<file path="src/rtl/uart_pkg.sv">
// Shared widths and launch-FSM encoding for the UART transmit byte buffer.
package uart_pkg;

  localparam int UART_DATA_W  = 8;
  localparam int UART_FIFO_AW = 4;
  localparam int LAUNCH_GUARD = 4;

  typedef enum logic [1:0] {
    IDLE      = 2'd0,
    WAIT_BUSY = 2'd1,
    WAIT_DONE = 2'd2
  } launch_state_e;

  // True on the last cycle the launcher will wait for the transmitter to go busy.
  function automatic logic guard_expired(input logic [1:0] guard);
    return guard == 2'(LAUNCH_GUARD - 1);
  endfunction

endpackage

</file>
<file path="src/rtl/uart_tx_fifo_if.sv">
// Bus-side push port, status flags and transmitter handshake of the UART TX buffer.
interface uart_tx_fifo_if #(
  parameter int DATA_W = uart_pkg::UART_DATA_W,
  parameter int ADDR_W = uart_pkg::UART_FIFO_AW
);
  logic              wr_en;
  logic [DATA_W-1:0] wr_data;
  logic              flush;
  logic              ovf_clr;
  logic              full;
  logic              empty;
  logic [ADDR_W:0]   level;
  logic              overflow;
  logic              tx_start;
  logic [DATA_W-1:0] tx_data;
  logic              tx_busy;
  logic              idle;

  modport slave (
    input  wr_en, wr_data, flush, ovf_clr, tx_busy,
    output full, empty, level, overflow, tx_start, tx_data, idle
  );

  modport master (
    output wr_en, wr_data, flush, ovf_clr, tx_busy,
    input  full, empty, level, overflow, tx_start, tx_data, idle
  );
endinterface

</file>
<file path="src/rtl/uart_tx_fifo_sync_fifo.sv">
// Byte FIFO with a separate level counter; full/empty derive from the level.
module sync_fifo #(
  parameter int DATA_W = 8,
  parameter int ADDR_W = 4
) (
  input  logic              clk,
  input  logic              clr,
  input  logic              flush,
  input  logic              push,
  input  logic              pop,
  input  logic [DATA_W-1:0] wr_data,
  output logic [DATA_W-1:0] rd_data,
  output logic [ADDR_W:0]   level,
  output logic              full,
  output logic              empty
);
  localparam int                DEPTH      = 2**ADDR_W;
  localparam logic [ADDR_W:0]   LEVEL_FULL = (ADDR_W+1)'(DEPTH);
  localparam logic [ADDR_W:0]   LEVEL_ZERO = (ADDR_W+1)'(0);
  localparam logic [ADDR_W:0]   LEVEL_ONE  = (ADDR_W+1)'(1);
  localparam logic [ADDR_W-1:0] PTR_ZERO   = ADDR_W'(0);
  localparam logic [ADDR_W-1:0] PTR_ONE    = ADDR_W'(1);

  logic [DATA_W-1:0] mem_r [DEPTH];
  logic [ADDR_W-1:0] wr_ptr_r;
  logic [ADDR_W-1:0] rd_ptr_r;
  logic [ADDR_W:0]   level_r;
  logic              push_ok_s;
  logic              pop_ok_s;

  // Fullness is judged before the edge, so a same-cycle pop never makes room.
  assign full      = (level_r == LEVEL_FULL);
  assign empty     = (level_r == LEVEL_ZERO);
  assign level     = level_r;
  assign rd_data   = mem_r[rd_ptr_r];
  assign push_ok_s = push & ~full  & ~flush;
  assign pop_ok_s  = pop  & ~empty & ~flush;

  // Storage write port.
  always_ff @(posedge clk) begin
    if (push_ok_s) begin
      mem_r[wr_ptr_r] <= wr_data;
    end
  end

  // Pointer and level bookkeeping.
  always_ff @(posedge clk or posedge clr) begin
    if (clr) begin
      wr_ptr_r <= PTR_ZERO;
      rd_ptr_r <= PTR_ZERO;
      level_r  <= LEVEL_ZERO;
    end else if (flush) begin
      wr_ptr_r <= PTR_ZERO;
      rd_ptr_r <= PTR_ZERO;
      level_r  <= LEVEL_ZERO;
    end else begin
      if (push_ok_s) wr_ptr_r <= wr_ptr_r + PTR_ONE;
      if (pop_ok_s)  rd_ptr_r <= rd_ptr_r + PTR_ONE;
      case ({push_ok_s, pop_ok_s})
        2'b10:   level_r <= level_r + LEVEL_ONE;
        2'b01:   level_r <= level_r - LEVEL_ONE;
        default: level_r <= level_r;
      endcase
    end
  end
endmodule

</file>
<file path="src/rtl/uart_tx_fifo.sv">
// UART transmit byte buffer: queues bus writes and launches them into
// async_transmitter one at a time whenever it reports idle.
module uart_tx_fifo import uart_pkg::*; #(
  parameter int DATA_W = UART_DATA_W,
  parameter int ADDR_W = UART_FIFO_AW
) (
  input logic           clk,
  input logic           clr,
  uart_tx_fifo_if.slave bus
);
  launch_state_e     state_r;
  launch_state_e     state_nx_s;
  logic [1:0]        guard_r;
  logic [1:0]        guard_nx_s;
  logic              launch_s;
  logic              drop_s;
  logic              ovf_nx_s;
  logic              tx_start_r;
  logic              overflow_r;
  logic [DATA_W-1:0] tx_data_r;
  logic [DATA_W-1:0] head_data_s;
  logic [ADDR_W:0]   level_s;
  logic              full_s;
  logic              empty_s;

  sync_fifo #(.DATA_W(DATA_W), .ADDR_W(ADDR_W)) u_fifo (
    .clk     (clk),
    .clr     (clr),
    .flush   (bus.flush),
    .push    (bus.wr_en),
    .pop     (launch_s),
    .wr_data (bus.wr_data),
    .rd_data (head_data_s),
    .level   (level_s),
    .full    (full_s),
    .empty   (empty_s)
  );

  // Launch FSM next state; a byte that never raises busy is abandoned after the guard.
  always_comb begin
    state_nx_s = state_r;
    guard_nx_s = guard_r;
    launch_s   = 1'b0;
    if (bus.flush) begin
      state_nx_s = IDLE;
      guard_nx_s = 2'd0;
    end else begin
      case (state_r)
        IDLE: begin
          if (!empty_s && !bus.tx_busy) begin
            launch_s   = 1'b1;
            state_nx_s = WAIT_BUSY;
            guard_nx_s = 2'd0;
          end else begin
            state_nx_s = IDLE;
          end
        end
        WAIT_BUSY: begin
          if (bus.tx_busy) begin
            state_nx_s = WAIT_DONE;
          end else if (guard_expired(guard_r)) begin
            state_nx_s = IDLE;
          end else begin
            guard_nx_s = guard_r + 2'd1;
          end
        end
        WAIT_DONE: begin
          if (!bus.tx_busy) begin
            state_nx_s = IDLE;
          end else begin
            state_nx_s = WAIT_DONE;
          end
        end
        default: state_nx_s = IDLE;
      endcase
    end
  end

  // Sticky overflow: a dropped push outranks a clear in the same cycle.
  always_comb begin
    drop_s = bus.wr_en & full_s & ~bus.flush;
    if (drop_s) begin
      ovf_nx_s = 1'b1;
    end else if (bus.ovf_clr) begin
      ovf_nx_s = 1'b0;
    end else begin
      ovf_nx_s = overflow_r;
    end
  end

  // FSM, launch strobe, held transmit byte and overflow registers.
  always_ff @(posedge clk or posedge clr) begin
    if (clr) begin
      state_r    <= IDLE;
      guard_r    <= 2'd0;
      tx_start_r <= 1'b0;
      tx_data_r  <= {DATA_W{1'b0}};
      overflow_r <= 1'b0;
    end else begin
      state_r    <= state_nx_s;
      guard_r    <= guard_nx_s;
      tx_start_r <= launch_s;
      overflow_r <= ovf_nx_s;
      if (launch_s) begin
        tx_data_r <= head_data_s;
      end
    end
  end

  assign bus.full     = full_s;
  assign bus.empty    = empty_s;
  assign bus.level    = level_s;
  assign bus.overflow = overflow_r;
  assign bus.tx_start = tx_start_r;
  assign bus.tx_data  = tx_data_r;
  assign bus.idle     = empty_s & (state_r == IDLE) & ~bus.tx_busy;
endmodule

</file>
<file path="src/flat_wrapper.sv">
// flat-port wrapper written by rule: the top's interface ports become plain ports
module uart_tx_fifo_flat import uart_pkg::*;
#(
  parameter int DATA_W = UART_DATA_W,
  parameter int ADDR_W = UART_FIFO_AW
)
  (clk, clr, bus_wr_en, bus_wr_data, bus_flush, bus_ovf_clr, bus_tx_busy, bus_full, bus_empty, bus_level, bus_overflow, bus_tx_start, bus_tx_data, bus_idle);
  uart_tx_fifo_if #(.DATA_W(DATA_W), .ADDR_W(ADDR_W)) bus_i ();
  input logic clk;
  input logic clr;
  input wire logic [$bits(bus_i.wr_en)-1:0] bus_wr_en;
  input wire logic [$bits(bus_i.wr_data)-1:0] bus_wr_data;
  input wire logic [$bits(bus_i.flush)-1:0] bus_flush;
  input wire logic [$bits(bus_i.ovf_clr)-1:0] bus_ovf_clr;
  input wire logic [$bits(bus_i.tx_busy)-1:0] bus_tx_busy;
  output wire logic [$bits(bus_i.full)-1:0] bus_full;
  output wire logic [$bits(bus_i.empty)-1:0] bus_empty;
  output wire logic [$bits(bus_i.level)-1:0] bus_level;
  output wire logic [$bits(bus_i.overflow)-1:0] bus_overflow;
  output wire logic [$bits(bus_i.tx_start)-1:0] bus_tx_start;
  output wire logic [$bits(bus_i.tx_data)-1:0] bus_tx_data;
  output wire logic [$bits(bus_i.idle)-1:0] bus_idle;
  assign bus_i.wr_en = bus_wr_en;
  assign bus_i.wr_data = bus_wr_data;
  assign bus_i.flush = bus_flush;
  assign bus_i.ovf_clr = bus_ovf_clr;
  assign bus_i.tx_busy = bus_tx_busy;
  assign bus_full = bus_i.full;
  assign bus_empty = bus_i.empty;
  assign bus_level = bus_i.level;
  assign bus_overflow = bus_i.overflow;
  assign bus_tx_start = bus_i.tx_start;
  assign bus_tx_data = bus_i.tx_data;
  assign bus_idle = bus_i.idle;
  uart_tx_fifo #(.DATA_W(DATA_W), .ADDR_W(ADDR_W)) u_core (.clk(clk), .clr(clr), .bus(bus_i));
endmodule
</file>
<file path="config.mk">
export PLATFORM = sky130hd
export DESIGN_NAME = uart_tx_fifo_flat
export DESIGN_NICKNAME = d
export VERILOG_FILES = /design/src/rtl/uart_pkg.sv /design/src/rtl/uart_tx_fifo_if.sv /design/src/rtl/uart_tx_fifo_sync_fifo.sv /design/src/rtl/uart_tx_fifo.sv /design/src/flat_wrapper.sv
export SDC_FILE = /design/constraint.sdc
export NUM_CORES = 1
export LEC_CHECK = 0
export CAP_MARGIN = 5
export CORE_ASPECT_RATIO = 0.6
export CORE_MARGIN = 2
export CORE_UTILIZATION = 50
export CTS_CLUSTER_SIZE = 30
export DETAILED_ROUTE_END_ITERATION = 10
export PLACE_DENSITY = 0.8
export RECOVER_POWER = 100
export SETUP_SLACK_MARGIN = 0.3
export SLEW_MARGIN = 20
export SYNTH_ARGS = -nofsm -noshare
export SYNTH_HDL_FRONTEND = slang
export SYNTH_HIERARCHICAL = 1
export SYNTH_SLANG_ARGS = --single-unit
</file>
<file path="constraint.sdc">
create_clock -name clk -period 6.2 [get_ports clk]
set_clock_uncertainty 0.2 [all_clocks]
set_input_delay 1.24 -clock clk [delete_from_list [all_inputs] [get_ports clk]]
set_output_delay 1.24 -clock clk [all_outputs]
set_load 0.02 [all_outputs]
</file>
==> flow_summary.toml, run 1 <==
[outcome]
status = "finished clean"

[global_route]
grtUsageTotal = 0.189
grt_pass1_wl_mm = 19.3
antenna_found_initial = 0
grt_pass1_vias = 3328
gr-total-overflow = 0
grt_max_degree = 36

[power]
p_int_uw = 1840
power_frac_comb = 0.112
power_density_mw_per_mm2 = 317
leakagePower_uw = 0.00262
seq_power_share = 0.499
ir_worst_vdd_mv = 0.241
sw_frac_of_total = 0.232
p_clk_frac = 0.389
p_sw_uw = 553

[synth]
synth_async_sr_flop_share = 0.174
synth_edf_count = 128
synthAdderAreaFrac = 0.0258
ys.warnings.count = 6
yosys-mux-area-fraction = 0.173
yosysUniqueCellTypes = 56
seq_area_frac_synth = 0.686
postSynthAreaPerCell_um2 = 18.8
synth-seq-cells = 155
synth_xor_area_frac = 0.00798
syn_nets = 378
synthFlopType = "edfxtp_1"
synth_area_mm2 = 0.00659
synth_top_family_by_area = "multiplexers"
syn_inst = 351
synth_compound_area_frac = 0.0281
synth_simple_gate_area_share = 0.0549

[cts]
h-tree-depth = 4
clock_latency_ps = 410
clock_path_buffers = 2
cts.repair.resized = 0
cts_tree = "done"
holdBufCountCts = 0
clkTransAtPathRegs_ps = 60
cts_buffers = 17
cts.sinks = 155
cts-root-buf = "clkbuf_16"
post_cts_buffers = 0

[finish]
num_antenna_cells = 0
drive_above_1_share = 0.182
layout_common_cells = "edfxtp_1 (128), nor2_1 (32), dlygate4sd3_1 (28)"
syn_to_final_growth_pct = 14.4
nNetsFinal = 416
utilization = 0.587
layout_commonest_cell = "edfxtp_1"

[detailed_routing]
drc = 0
first_pass_iters = 5
wl_per_cell_um = 21.8
routed_wl_mm = 12.5
vias_per_cell = 5.89
ant_nets = 0
vias = 3368
drt-initial-drc-count = 374

[timing]
fin_crit_sh = 0.798
hold_violations = 0
max_slew_margin = 0.233
fmax_mhz = 202
rsz0062_at_grt = "false"
setup_tns_ps = 0
worst_pin_slew_ps = 1150
slew_violations = 0
finalSetupViolations = 0
period_needed_ps = 4950

[worst_setup_path]
critical-path-top-delay-family = "buffers and inverters"
cp_max_fo = 28
cp_slowest_stage_delay_ps = 530
critPathSlowestCell = "dlygate4sd3_1"
worstPathCellList = "dlygate4sd3_1 -> clkbuf_1 -> nor4b_1 -> buf_4 -> o21ai_0 -> or3b_1 -> inv_1 -> ha_1 -> nor2b_1 -> o22a_1 -> a211o_1 -> a31oi_1"
endpoint_kind = "flip-flop"
worstPathRequired_ps = 6320
ff2ff_setup_slack_ps = 2260
path_class = "primary input to flip-flop"
reg2reg_to = "u_core/u_fifo/level[4]$_DFFE_PP0P_"
cp_num_buf_inv = 4
cp-start-kind = "primary input"
r2r_start = "u_core/u_fifo/level[4]$_DFFE_PP0P_"
r2r_cells = 13
arrival_ps = 5070

[min_path]
min-delay-start = "u_core/bus.overflow$_DFFE_PP0P_"
hold-path-cell-count = 1
hold_class = "flip-flop to flip-flop"
min_to = "u_core/bus.overflow$_DFFE_PP0P_"

[floorplan]
core_mm2 = 0.0129
die_w_um = 152
dieArea_mm2 = 0.0141
die_h_um = 92.9
ioPinCount = 32
start_util = 0.513
rows = 32

[placed_design]
port_buffers = 31
place.gp.congestion = 0.864
hpwl_mm = 8.09

[run]
maxCapViolations = 0
-- power groups by stage --
stage,Clock (µW),Combinational (µW),Sequential (µW)
after floorplan,0,134,1250
after global placement,0,281,1210
after detailed placement,0,286,1220
after CTS,948,288,1190
after global routing,997,286,1200
final,930,267,1190
-- cell families (layout without fill, tap and decap cells) --
logic type | after synthesis | after routing
AO/OA/AOI/OAI | 23 | 23
multiplexers | 56 | 56
AND/OR/NAND/NOR | 68 | 68
buffers and inverters | 30 | 81
adder cells (fa/ha/maj) | 13 | 13
XOR/XNOR | 6 | 6
flip-flops | 155 | 155
-- worst max path at each step --
stage / slack, ps / end / cells after the start / start
after global placement: 1880 / u_core/u_fifo/level[4]$_DFFE_PP0P_ / 12 / bus_flush
after floorplan: 2330 / u_core/u_fifo/level[4]$_DFFE_PP0P_ / 11 / bus_tx_busy
after detailed placement: 1780 / u_core/u_fifo/level[4]$_DFFE_PP0P_ / 12 / bus_flush
after global routing: 1020 / u_core/u_fifo/level[4]$_DFFE_PP0P_ / 12 / bus_flush
after CTS: 2100 / bus_idle / 3 / bus_tx_busy
final: 1250 / u_core/u_fifo/level[4]$_DFFE_PP0P_ / 12 / bus_flush
-- sequential cells by signal, summed over array words and instances (netlist names) --
register and cells:
u_core/bus.tx_data 8, u_core/u_fifo/mem_r 128, u_core/bus.overflow 1, u_core/u_fifo/level 5
u_core/u_fifo/wr_ptr_r 4, u_core/guard_r 2, u_core/u_fifo/rd_ptr_r 4, u_core/state_r 2
u_core/bus.tx_start 1
-- worst register-to-register path, stage by stage, from the launching register on --
cell	delay (ps)
dfrtp_1	510
inv_1	160
nand2_1	150
inv_1	110
nor4b_1	360
buf_4	320
o21ai_0	250
or3b_1	480
inv_1	140
ha_1	280
nor2b_1	160
o22a_1	250
a211o_1	290
a31oi_1	170
-- metrics by stage --
step           setup slack [ps]  hold slack (ps)  power (µW)  cells  instance area, µm²
2_1_floorplan              2330              308        1380    351                6590
3_3_place_gp               1880              278        1490    540                7040
3_5_place_dp               1780              291        1500    540                7040
4_1_cts                    2100              304        2430    572                7580
5_1_grt                    1020              318        2480    572                7540
6_report                   1250              295        2390    572                7540
-- cells in the mapped netlist, drive strengths merged, types with 2 or more instances --
master | instances | share of area
ha | 12 | 0.023
xor2 | 4 | 0.0053
a21oi | 5 | 0.0044
nor3 | 3 | 0.0023
o31ai | 2 | 0.0023
nand3 | 3 | 0.0030
dfrtp | 27 | 0.10
xnor2 | 2 | 0.0027
edfxtp | 128 | 0.58
clkbuf | 8 | 0.0046
nand2 | 8 | 0.0046
mux2 | 12 | 0.021
nor2b | 4 | 0.0038
inv | 14 | 0.0080
nor2 | 32 | 0.018
or3b | 2 | 0.0030
nand3b | 3 | 0.0034
mux2i | 4 | 0.0061
nand4b | 2 | 0.0027
a211o | 2 | 0.0027
o211ai | 3 | 0.0042
mux4 | 40 | 0.15
a21o | 2 | 0.0025
buf | 8 | 0.012
o21ai | 2 | 0.0021
-- routing by layer --
layer / up-vias / track usage / part of all wire
li1: 1483 / - / -
met1: 1751 / 0.267 / 0.44
met2: 124 / 0.283 / 0.47
met3: 10 / 0.0655 / 0.079
met4: 0 / 0.0537 / 0.0087
met5: - / 0 / 0
-- cell type report --
type / instances / area, µm²
inverters: 14 / 52.6
repair buffers: 35 / 337
flip-flops and latches: 155 / 4520
fillers: 904 / 5310
multi-input cells: 166 / 1880
clock buffers: 19 / 433
well taps: 170 / 213
clock inverters: 13 / 103
(Power assumes the default switching activity.)
==> run 2: changes to the inputs <==
- clock period: 6.2 -> 4.7 ns (I/O delays scaled with it)
==> run 2 against run 1 <==
  * Die area is the same
  * Clock-buffer cell count up 6
  * Clock power is 47% higher
  * Utilization is 0.88 points higher
  * Highest routed layer unchanged
==> flow_summary.toml, run 2 (same netlist as run 1, synthesis figures left out) <==
[outcome]
status = "finished clean"

[worst_setup_path]
cp-start-kind = "flip-flop"
arrival_ps = 4080
r2r_cells = 4
cp_max_fo = 21
endpoint_kind = "flip-flop"
worstPathRequired_ps = 4800
path_class = "flip-flop to flip-flop"

[cts]
h-tree-depth = 4
cts.sinks = 155
post_cts_buffers = 0
cts.repair.resized = 0
cts-root-buf = "clkbuf_16"
holdBufCountCts = 0
cts_buffers = 17
clkTransAtPathRegs_ps = 60
clock_path_buffers = 2
clock_latency_ps = 420
cts_tree = "done"

[finish]
seqCellArea_mm2 = 0.00452
nNetsFinal = 425
num_antenna_cells = 0
stdcell_area_mm2 = 0.00765
drive_above_1_share = 0.187
multiInputGateArea_mm2 = 0.00189
fillers = 896
largest_reg_flops = 128
regMostFlops = "u_core/u_fifo/mem_r"
layout_commonest_cell = "edfxtp_1"
syn_to_final_growth_pct = 16.1
layout_common_cells = "edfxtp_1 (128), nor2_1 (32), dlygate4sd3_1 (27)"

[global_route]
met2_usage = 0.305
grt-busiest-layer = "met2"
grt_pass1_vias = 3481
grtUsageMet1 = 0.281
antenna_found_initial = 0
gr-total-overflow = 0
grt_pass1_wl_mm = 20.1
grtUsageTotal = 0.200
grt_max_degree = 36
use_met3 = 0.0585

[timing]
finalSetupViolations = 0
fin_crit_sh = 0.846
max_slew_margin = 0.203
rsz0062_at_grt = "false"
slew_violations = 0
hold_violations = 0
fmax_mhz = 251
worst_pin_slew_ps = 1200
setup_tns_ps = 0
period_needed_ps = 3980

[power]
ir_worst_vdd_mv = 0.223
p_total_uw = 3300
p_int_uw = 2550
sw_frac_of_total = 0.225
p_clk_frac = 0.415
p_sw_uw = 743
power_density_mw_per_mm2 = 431
seq_power_share = 0.478
power_frac_comb = 0.106
leakagePower_uw = 0.00268

[min_path]
hold_class = "flip-flop to flip-flop"
hold-path-cell-count = 1

[placed_design]
port_buffers = 31
post_dp_cell_area_mm2 = 0.00711
place.gp.congestion = 0.788
hpwl_mm = 8.71

[detailed_routing]
drc = 0
routed_wl_mm = 13.0
wl_per_cell_um = 22.3
first_pass_iters = 5
vias_per_cell = 5.99
ant_nets = 0
vias = 3482
drt-initial-drc-count = 319

[floorplan]
rows = 32
die_w_um = 152
ioPinCount = 32
start_util = 0.513
die_h_um = 92.9
dieArea_mm2 = 0.0141
core_mm2 = 0.0129

[run]
maxCapViolations = 0
## run 2: cell types whose count changed in the layout (fill, tap and decap cells not counted), moves of 2 or more
| cell | change |
|---|---|
| buf_4 | -3 |
| clkbuf_1 | +12 |
| clkinvlp_4 | -4 |
| clkbuf_16 | +2 |
| clkinv_1 | -4 |
| clkbuf_8 | +4 |
## run 2: through the flow
stage,instances,util,setup WS [ps],hold WS (ps)
final,581,0.595,723,289
after global routing,581,0.595,509,301
after CTS,581,0.601,1050,296
after detailed placement,549,0.553,889,283
after global placement,549,0.553,945,275
after floorplan,351,-,890,308
## run 2: routing by layer
metal,part of all wire,up-vias
li1,-,1496
met1,0.45,1853
met2,0.47,119
met3,0.066,14
met4,0.013,0
met5,0,-
## run 2: critical path, stage by stage (launching register included)
cell,delay (ps)
dfrtp_1,1120
clkbuf_1,960
mux4_1,730
mux4_2,550
mux2_2,290
## run 2: layout make-up
class,instances,share of cell area
Timing Repair Buffer,44,0.0469
Clock inverter,7,0.00981
Multi-Input combinational cell,166,0.248
Inverter,14,0.00687
Clock buffer,25,0.0703
Sequential cell,155,0.591
Tap cell,170,0.0278
## run 2: worst paths after layout
kind	endpoint	slack, ps	start
setup reg to reg	u_core/bus.tx_data[2]$_DFFE_PP0P_	720	u_core/u_fifo/rd_ptr_r[0]$_DFFE_PP0P_
setup / recovery	u_core/bus.tx_data[2]$_DFFE_PP0P_	720	u_core/u_fifo/rd_ptr_r[0]$_DFFE_PP0P_
min in group asynchronous	u_core/u_fifo/rd_ptr_r[0]$_DFFE_PP0P_	820	clr
hold / removal	u_core/bus.overflow$_DFFE_PP0P_	290	u_core/bus.overflow$_DFFE_PP0P_
max in group asynchronous	u_core/u_fifo/rd_ptr_r[1]$_DFFE_PP0P_	3090	clr
hold reg to reg	u_core/bus.overflow$_DFFE_PP0P_	290	u_core/bus.overflow$_DFFE_PP0P_
## run 2: power by group through the flow
stage	registers (µW)	clock network [µW]	logic, µW
final	1580	1370	350
after global routing	1590	1450	377
after CTS	1580	1400	377
after detailed placement	1610	0	376
after global placement	1600	0	367
after floorplan	1650	0	177
